===== config.mk =====
export PLATFORM = sky130hd
export DESIGN_NAME = fc_16_10_seq_flat
export DESIGN_NICKNAME = d
export VERILOG_FILES = /design/src/rtl/fc_16_10_seq_if.sv /design/src/rtl/fc_16_10_seq.sv /design/src/flat_wrapper.sv
export SDC_FILE = /design/constraint.sdc
export NUM_CORES = 1
export LEC_CHECK = 0
export CAP_MARGIN = 40
export CORE_MARGIN = 1.5
export CORE_UTILIZATION = 60
export CTS_BUF_LIST = sky130_fd_sc_hd__clkbuf_2
export CTS_CLUSTER_DIAMETER = 30
export DETAILED_ROUTE_END_ITERATION = 12
export PLACE_DENSITY = 0.95
export SLEW_MARGIN = 10
export SYNTH_ARGS = -nofsm -noshare
export SYNTH_HDL_FRONTEND = slang
export SYNTH_SLANG_ARGS = --single-unit
export TNS_END_PERCENT = 1

===== constraint.sdc =====
create_clock -name clk -period 15.05 [get_ports clk]
set_input_delay 2.2575 -clock clk [delete_from_list [all_inputs] [get_ports clk]]
set_output_delay 2.2575 -clock clk [all_outputs]
set_load 0.03 [all_outputs]

===== src/rtl/fc_16_10_seq_if.sv =====
// Bus bundle between the 64->16 layer, the weight ROM and the final classifier.
// The slave modport is the classifier; the master modport is the surrounding environment.
interface fc_16_10_seq_if;
    logic               start_flag;
    logic [159:0]       in;
    logic               rom_en;
    logic [7:0]         rom_addr;
    logic signed [7:0]  rom_data;
    logic [159:0]       out;
    logic [3:0]         class_out;
    logic               end_flag;
    logic               busy;

    modport slave (
        input  start_flag, in, rom_data,
        output rom_en, rom_addr, out, class_out, end_flag, busy
    );

    modport master (
        output start_flag, in, rom_data,
        input  rom_en, rom_addr, out, class_out, end_flag, busy
    );
endinterface


===== src/rtl/fc_16_10_seq.sv =====
// 16->10 fully-connected classifier: one time-multiplexed MAC fed by a synchronous weight ROM,
// saturated 16-bit scores and argmax index published together with a one-cycle end_flag.
module fc_16_10_seq (
    input  logic              clk,
    input  logic              reset,
    fc_16_10_seq_if.slave     bus
);
    localparam int N_IN  = 16;
    localparam int N_OUT = 10;
    localparam int IN_W  = 10;
    localparam int W_W   = 8;
    localparam int OUT_W = 16;
    localparam int ACC_W = 24;
    localparam int P_W   = IN_W + W_W + 1;

    localparam logic signed [ACC_W-1:0] SAT_HI = 24'sd32767;
    localparam logic signed [ACC_W-1:0] SAT_LO = -24'sd32768;

    typedef enum logic [2:0] {S_IDLE, S_FETCH, S_DRAIN, S_FINAL, S_DONE} state_t;

    state_t r_state, w_state_next;
    logic   w_rom_en, w_busy, w_end_flag;

    logic [3:0]  r_i;
    logic [4:0]  r_j;
    logic [7:0]  r_addr;
    logic [IN_W-1:0] r_lane [N_IN];

    logic        r_mac_vld;
    logic [4:0]  r_mac_j;
    logic [3:0]  r_mac_i;
    logic signed [ACC_W-1:0] r_acc, r_res;
    logic        r_res_vld;
    logic [3:0]  r_res_idx;

    logic signed [OUT_W-1:0] r_shadow [N_OUT];
    logic signed [OUT_W-1:0] w_shadow_next [N_OUT];
    logic signed [OUT_W-1:0] r_max, w_max_next;
    logic [3:0]  r_idx, w_idx_next;
    logic [159:0] r_out, w_out_packed;
    logic [3:0]  r_class;

    logic               w_last_fetch, w_start_ok;
    logic [IN_W-1:0]    w_lane;
    logic signed [W_W-1:0]   w_rom;
    logic signed [P_W-1:0]   w_a, w_b, w_prod;
    logic signed [ACC_W-1:0] w_term, w_sum;
    logic signed [OUT_W-1:0] w_sat;

    assign w_last_fetch = (r_i == 4'(N_OUT - 1)) && (r_j == 5'(N_IN));
    assign w_start_ok   = (r_state == S_IDLE) && bus.start_flag;

    always_ff @(posedge clk) begin
        if (reset) r_state <= S_IDLE;
        else       r_state <= w_state_next;
    end

    always_comb begin
        w_state_next = r_state;
        w_rom_en     = 1'b0;
        w_busy       = 1'b1;
        w_end_flag   = 1'b0;
        case (r_state)
            S_IDLE: begin
                w_busy = 1'b0;
                if (bus.start_flag) w_state_next = S_FETCH;
            end
            S_FETCH: begin
                w_rom_en = 1'b1;
                if (w_last_fetch) w_state_next = S_DRAIN;
            end
            S_DRAIN: w_state_next = S_FINAL;
            S_FINAL: w_state_next = S_DONE;
            S_DONE: begin
                w_end_flag   = 1'b1;
                w_state_next = S_IDLE;
            end
            default: w_state_next = S_IDLE;
        endcase
    end

    // Address generator walks neuron-major, 17 terms per neuron, bias last.
    always_ff @(posedge clk) begin
        if (reset || w_start_ok) begin
            r_i    <= '0;
            r_j    <= '0;
            r_addr <= '0;
        end else if (r_state == S_FETCH) begin
            r_addr <= r_addr + 8'd1;
            if (r_j == 5'(N_IN)) begin
                r_j <= '0;
                r_i <= r_i + 4'd1;
            end else begin
                r_j <= r_j + 5'd1;
            end
        end
    end

    for (genvar gi = 0; gi < N_IN; gi++) begin : g_lane
        always_ff @(posedge clk) begin
            if (reset)           r_lane[gi] <= '0;
            else if (w_start_ok) r_lane[gi] <= bus.in[159-IN_W*gi -: IN_W];
        end
    end

    // MAC runs one cycle behind fetch so it lines up with the ROM read latency.
    assign w_lane = r_lane[r_mac_j[3:0]];
    assign w_rom  = $signed(bus.rom_data);
    assign w_a    = $signed({{(P_W-IN_W){1'b0}}, w_lane});
    assign w_b    = $signed({{(P_W-W_W){w_rom[W_W-1]}}, w_rom});
    assign w_prod = w_a * w_b;
    assign w_term = (r_mac_j == 5'(N_IN)) ? {{(ACC_W-W_W){w_rom[W_W-1]}}, w_rom}
                                          : {{(ACC_W-P_W){w_prod[P_W-1]}}, w_prod};
    assign w_sum  = r_acc + w_term;

    always_ff @(posedge clk) begin
        if (reset) begin
            r_mac_vld <= 1'b0;
            r_mac_j   <= '0;
            r_mac_i   <= '0;
            r_acc     <= '0;
            r_res     <= '0;
            r_res_vld <= 1'b0;
            r_res_idx <= '0;
        end else begin
            r_mac_vld <= (r_state == S_FETCH);
            r_mac_j   <= r_j;
            r_mac_i   <= r_i;
            r_res_vld <= 1'b0;
            if (r_mac_vld) begin
                if (r_mac_j == 5'(N_IN)) begin
                    r_res     <= w_sum;
                    r_res_vld <= 1'b1;
                    r_res_idx <= r_mac_i;
                    r_acc     <= '0;
                end else begin
                    r_acc <= w_sum;
                end
            end
        end
    end

    assign w_sat = (r_res > SAT_HI) ? 16'sh7FFF :
                   (r_res < SAT_LO) ? 16'sh8000 : r_res[OUT_W-1:0];

    always_comb begin
        w_shadow_next = r_shadow;
        w_max_next    = r_max;
        w_idx_next    = r_idx;
        if (r_res_vld) begin
            w_shadow_next[r_res_idx] = w_sat;
            // Strict compare keeps the lower index on ties; neuron 0 seeds the max.
            if ((r_res_idx == 4'd0) || (w_sat > r_max)) begin
                w_max_next = w_sat;
                w_idx_next = r_res_idx;
            end
        end
    end

    for (genvar gi = 0; gi < N_OUT; gi++) begin : g_pack
        assign w_out_packed[159-OUT_W*gi -: OUT_W] = w_shadow_next[gi];
    end

    // Publishing on the FINAL->DONE edge makes out/class_out valid alongside end_flag.
    always_ff @(posedge clk) begin
        if (reset) begin
            for (int k = 0; k < N_OUT; k++) r_shadow[k] <= '0;
            r_max   <= '0;
            r_idx   <= '0;
            r_out   <= '0;
            r_class <= '0;
        end else begin
            r_shadow <= w_shadow_next;
            r_max    <= w_max_next;
            r_idx    <= w_idx_next;
            if (r_state == S_FINAL) begin
                r_out   <= w_out_packed;
                r_class <= w_idx_next;
            end
        end
    end

    assign bus.rom_en    = w_rom_en;
    assign bus.rom_addr  = w_rom_en ? r_addr : 8'd0;
    assign bus.busy      = w_busy;
    assign bus.end_flag  = w_end_flag;
    assign bus.out       = r_out;
    assign bus.class_out = r_class;
endmodule


===== src/flat_wrapper.sv =====
// flat-port wrapper written by rule: the top's interface ports become plain ports
module fc_16_10_seq_flat 
  (clk, reset, bus_start_flag, bus_in, bus_rom_data, bus_rom_en, bus_rom_addr, bus_out, bus_class_out, bus_end_flag, bus_busy);
  fc_16_10_seq_if bus_i ();
  input  logic clk;
  input  logic reset;
  input wire logic [$bits(bus_i.start_flag)-1:0] bus_start_flag;
  input wire logic [$bits(bus_i.in)-1:0] bus_in;
  input wire logic [$bits(bus_i.rom_data)-1:0] bus_rom_data;
  output wire logic [$bits(bus_i.rom_en)-1:0] bus_rom_en;
  output wire logic [$bits(bus_i.rom_addr)-1:0] bus_rom_addr;
  output wire logic [$bits(bus_i.out)-1:0] bus_out;
  output wire logic [$bits(bus_i.class_out)-1:0] bus_class_out;
  output wire logic [$bits(bus_i.end_flag)-1:0] bus_end_flag;
  output wire logic [$bits(bus_i.busy)-1:0] bus_busy;
  assign bus_i.start_flag = bus_start_flag;
  assign bus_i.in = bus_in;
  assign bus_i.rom_data = bus_rom_data;
  assign bus_rom_en = bus_i.rom_en;
  assign bus_rom_addr = bus_i.rom_addr;
  assign bus_out = bus_i.out;
  assign bus_class_out = bus_i.class_out;
  assign bus_end_flag = bus_i.end_flag;
  assign bus_busy = bus_i.busy;
  fc_16_10_seq u_core (.clk(clk), .reset(reset), .bus(bus_i));
endmodule

==> results of run 1 <==
placed cells by master, fill, tap and decap left out, types with 13 or more instances in the layout:
master,netlist,routed
fa_1,50,50
nor2_1,595,595
a22oi_1,17,17
clkbuf_2,1,216
mux4_2,20,20
nor2b_1,13,13
a211oi_1,15,15
inv_1,105,105
a21oi_2,0,15
xnor2_1,22,22
o21ai_0,36,36
edfxtp_1,160,160
mux2i_1,223,223
a21o_1,14,14
nand2_1,132,132
a21oi_1,240,225
and2_1,225,225
dfxtp_1,427,426
ha_1,91,91
buf_4,11,28
xor2_1,25,25
nand3_1,18,18
clkdlybuf4s50_1,0,344
where the power goes:
group	total, mW	switching, mW	internal (mW)
registers	1.74	0.0345	1.70
logic	1.60	0.974	0.631
clock network	1.14	0.639	0.500
sequential cells by signal, summed over array words and instances, names as in the netlist:
signal / flops
u_core.bus.out: 160
u_core.r_lane: 160
u_core.r_shadow: 160
u_core.r_acc: 24
u_core.r_res: 24
u_core.r_max: 16
u_core.r_addr: 8
u_core.r_j: 5
u_core.r_mac_j: 5
u_core.bus.class_out: 4
u_core.r_i: 4
u_core.r_idx: 4
u_core.r_mac_i: 4
u_core.r_res_idx: 4
u_core.r_state: 3
u_core.r_mac_vld: 1
u_core.r_res_vld: 1
cell families after synthesis:
family / synth area share [%]
mux: 10.0
xor+xnor: 1.52
simple gates: 17.7
flops: 49.5
buf+inv: 4.29
fa+ha+maj: 7.92
compound gates: 9.11
critical path: cells and delay by family (launching register included):
family                   cells  cell delay [ps]
AO/OA/AOI/OAI               14             3770
adder cells (fa/ha/maj)      6             2770
buffers and inverters        4             1040
flip-flops                   1              640
AND/OR/NAND/NOR              3              430
XOR/XNOR                     1              180
multiplexers                 1              160
worst max-delay path by stage:
stage	from	end	depth (start not counted)
2_1_floorplan	bus_rom_data[7]	u_core.r_acc[23]	25
3_3_place_gp	bus_rom_data[7]	u_core.r_acc[23]	26
3_5_place_dp	bus_rom_data[7]	u_core.r_acc[23]	26
4_1_cts	u_core.r_mac_j[0]	u_core.r_acc[23]	29
5_1_grt	u_core.r_mac_j[0]	u_core.r_acc[23]	29
6_report	u_core.r_mac_j[0]	u_core.r_acc[23]	29
final cells by class:
type	count	area, sq um	area share [%]
Antenna cell	4	10.0	0.0308
Clock buffer	216	1080	3.33
Clock inverter	30	328	1.01
Inverter	107	402	1.24
Multi-Input combinational cell	1890	12600	38.8
Sequential cell	587	13400	41.1
Tap cell	592	741	2.28
Timing Repair Buffer	396	3970	12.2
per-layer routing:
layer / wire length [microns] / track usage, % / vias up
met5: 0 / 0 / -
met3: 6410 / 8.05 / 266
met4: 4120 / 20.2 / 0
met2: 36900 / 54.6 / 1129
met1: 27900 / 37.5 / 10400
li1: - / - / 10100
cells in the mapped netlist (all sizes together) (25+ instances only):
cell type	n
nor2	597
buf	54
mux2i	223
inv	106
a21oi	240
o21ai	45
clkbuf	127
nand2	132
ha	91
edfxtp	160
and2	225
dfxtp	427
xor2	25
fa	50
==> impl_metrics.ini, run 1 <==
[global_routing]
grt_pass1_vias = 22500
grt_overflow = 0
track_usage_pct = 32.6
antenna_found_initial = 3
grt_pass1_wl_microns = 118000
grt_max_degree = 240

[clocking]
tritoncts = yes
htree_num_levels = 4
numCtsBuffers = 142
clockBufferDepth = 3
clockRootBuffer = clkbuf_2
cts.sinks = 587
cts_resized = 0
hold_buffers = 0
cts_setup_buffers = 0
clk_pin_slew_ps = 110
insertion_delay_ps = 1280

[setup_path]
critPathLaunchType = flip-flop
cp-end-kind = flip-flop
r2r_start = u_core.r_mac_j[0]
max_stage_delay_ps = 660
required_ps = 16130
critPathMaxFanout = 40
cpMostUsedCell = fa_1
r2r_slack_ps = 5880
worstSetupPathType = flip-flop to flip-flop
arrival_ps = 10250
r2r_cells = 29
r2r-end = u_core.r_acc[23]
slowest_stage = buf_4

[timing]
tns_ps = 0
fin_skew_ps = 104
setup_ws_ps = 5880
finalCriticalPeriod_ps = 9170
timing.slew.headroom_pct = 26.0
hold_ws_ps = 416
finalSetupViolations = 0
worst_slew_pin_slew_ps = 1110
fmax_mhz = 109
rsz0062_at_grt = no
final_max_slew_viol_count = 0
hold_viol_final = 0
period_share_pct = 60.9

[yosys]
synth_area_leaders = dfxtp_1 32%, edfxtp_1 18%, nor2_1 8.3%
synth_edf_count = 160
synthFlopType = dfxtp_1
yosysUniqueCellTypes = 75
synth-async-reset-ratio_pct = 0
syn-instance-count = 2765
synth_top_area_share_pct = 31.7
yosysWarnings = 0
synth-seq-cells = 587
yosysTopAreaCell = dfxtp_1
synthesis.area_sq_mm = 0.0270
synth_area_per_cell_sq_um = 9.77
ys_seq_area_share_pct = 49.5
syn_nets = 3077

[worst_hold_path]
whs_path_depth = 2
min_to = u_core.r_res_idx[3]
min_from = u_core.r_mac_i[3]
min_path_type = flip-flop to flip-flop

[placement]
place_ws_ps = 5320
place_hpwl_microns = 49700
portBuffers = 345
place.gp.congestion = 0.926
dp_cells = 3571
placed_area_sq_mm = 0.0310

[drt]
finalWirelength_microns = 75300
avgRoutedWirePerCell_microns = 19.7
first_pass_iters = 7
drc = 0
num_vias = 21900
ant_nets = 0
viasPerCell = 5.73
first_iter_violations = 2162

[cells_and_area]
area_delta_synth_final_pct = 20.3
postLayoutCellArea_sq_mm = 0.0325
layout-drive-gt1-share_pct = 10.8
num-fill-cells = 2871
finish.utilization_pct = 73.3
layout.cells.non_filler = 3822
layout.nets = 3436

[floorplanning]
rows = 77
fp.dieW_microns = 215
die_h_microns = 215
io_pins = 346
core_area_sq_mm = 0.0443
fp.dieArea_sq_mm = 0.0463
initial_core_util_pct = 60.9

[flow_run]
cap_violations = 0

[power_and_ir_drop]
cellPowerDensity_mw_per_mm2 = 138
p_leak_nw = 12.8
ir_drop_mv = 0.120
power_mw = 4.48

[status]
outcome = completed
Note: power is estimated with default switching activity, not from simulation.
==> run 2: changes to the inputs <==
--- a/config.mk
+++ b/config.mk
@@ -7,7 +7,7 @@
 export LEC_CHECK = 0
 export CAP_MARGIN = 40
 export CORE_MARGIN = 1.5
-export CORE_UTILIZATION = 60
+export CORE_UTILIZATION = 58
 export CTS_BUF_LIST = sky130_fd_sc_hd__clkbuf_2
 export CTS_CLUSTER_DIAMETER = 30
 export DETAILED_ROUTE_END_ITERATION = 12
==> constraint.sdc (replaced) <==
create_clock -name clk -period 9.41 [get_ports clk]
set_input_delay 1.4115 -clock clk [delete_from_list [all_inputs] [get_ports clk]]
set_output_delay 1.4115 -clock clk [all_outputs]
set_load 0.03 [all_outputs]
==> run 2 against run 1 <==
Against the previous run:
- global-route usage decreased by 1.4 points
- first-iteration DRC count is 16% lower
- setup slack got worse by 5300 ps
- clock-buffer cell count is 7 lower
- largest cell class unchanged
==> impl_metrics.ini, run 2 (synthesized netlist as in run 1, its figures left out) <==
[status]
outcome = completed

[timing]
period_share_pct = 93.8
hold_viol_final = 0
rsz0062_at_grt = no
finalCriticalPeriod_ps = 8830
final_max_slew_viol_count = 0
finalSetupViolations = 0
worst_slew_pin_slew_ps = 993
timing.slew.headroom_pct = 33.1
fin_skew_ps = 114
fmax_mhz = 113
tns_ps = 0

[floorplanning]
initial_core_util_pct = 59.1
fp.dieW_microns = 219
die_h_microns = 219
rows = 78
fp.dieArea_sq_mm = 0.0479
core_area_sq_mm = 0.0457
io_pins = 346

[global_routing]
grt_pass1_vias = 22300
antenna_found_initial = 2
met3_usage_pct = 8.45
met1_usage_pct = 35.5
met2_usage_pct = 52.5
track_usage_pct = 31.1
grt_max_degree = 113
grt_pass1_wl_microns = 115000
grt.busiest_layer = met2
grt_overflow = 0

[clocking]
numCtsBuffers = 145
cts_setup_buffers = 0
cts_resized = 0
clockBufferDepth = 3
tritoncts = yes
hold_buffers = 0
clockRootBuffer = clkbuf_2
htree_num_levels = 4
cts.sinks = 587
insertion_delay_ps = 1310
clk_pin_slew_ps = 110

[worst_hold_path]
min_path_type = flip-flop to flip-flop

[setup_path]
arrival_ps = 9950
worstSetupPathType = flip-flop to flip-flop
critPathMaxFanout = 22
path_delay_family = compound AO/OA/AOI/OAI gates
cp-end-kind = flip-flop
crit_buf_inv = 2
required_ps = 10530
slowest_stage = o21ai_0
cpMostUsedCell = fa_1
max_stage_delay_ps = 780
critPathLaunchType = flip-flop

[placement]
place.gp.congestion = 0.888
portBuffers = 345
place_hpwl_microns = 52000

[drt]
num_vias = 21900
ant_nets = 0
drc = 0
first_pass_iters = 6
viasPerCell = 5.70
first_iter_violations = 1812
avgRoutedWirePerCell_microns = 19.5
finalWirelength_microns = 74800

[cells_and_area]
layout-drive-gt1-share_pct = 10.8
num-fill-cells = 2973
area_delta_synth_final_pct = 20.7
layout.nets = 3447
final_common_cell = nor2_1
mostFrequentLayoutCells = 594 x nor2_1, 426 x dfxtp_1, 344 x clkdlybuf4s50_1

[power_and_ir_drop]
cellPowerDensity_mw_per_mm2 = 219
power_mw = 7.15
p_leak_nw = 12.9
ir_drop_mv = 0.245

[flow_run]
cap_violations = 0
## run 2: changes by cell type in the layout (fill, tap and decap cells not counted), sizes merged, moves of 3 or more
| cell | delta |
|---|---|
| inv | +3 |
| buf | +8 |
| clkbuf | -7 |
| clkinv | +17 |
## run 2: final cells by class
cell class,instances,area [sq um],area share [%]
sequential,587,13400,41.0
tap,600,751,2.30
timing repair buffer,404,4110,12.6
inverter,107,402,1.23
clock inverter,46,338,1.04
multi-input combinational,1890,12600,38.6
antenna,2,5.00,0.0154
clock buffer,209,1050,3.21
## run 2: worst paths after layout
kind / slack [ps] / end / from / cells past startpoint
setup / recovery: 580 / u_core.r_res[23] / u_core.r_mac_j[2] / 26
hold reg to reg: 430 / u_core.r_res_idx[0] / u_core.r_mac_i[0] / 2
hold / removal: 430 / u_core.r_res_idx[0] / u_core.r_mac_i[0] / 2
setup reg to reg: 580 / u_core.r_res[23] / u_core.r_mac_j[2] / 26
## run 2: power by group
part           internal [mW]  switching [mW]  total (mW)
combinational           1.02            1.57        2.59
clock                  0.740            1.05        1.79
sequential              2.72          0.0544        2.77
## run 2: metal layers
metal,wire length [microns],up-vias
met4,3950,0
met1,28400,10400
met5,0,-
met3,5710,261
met2,36800,1081
li1,-,10100
## run 2: stage by stage
stage                     area, sq um  hold slack (ps)  instances  utilization (%)  setup slack (ps)
after global placement          30800              435       3562             67.5               730
after detailed placement        31200              437       3588             68.3               533
after global routing            32600              442       3845             71.4              64.1
after CTS                       32600              430       3843             71.4               689
final                           32600              425       3845             71.4               584
after floorplan                 27000              417       2765                -              1880
## run 2: worst min-delay path, stage by stage, from the launching register on
cell     delay [ps]
dfxtp_1         310
nand2_1          50
a21oi_1          50
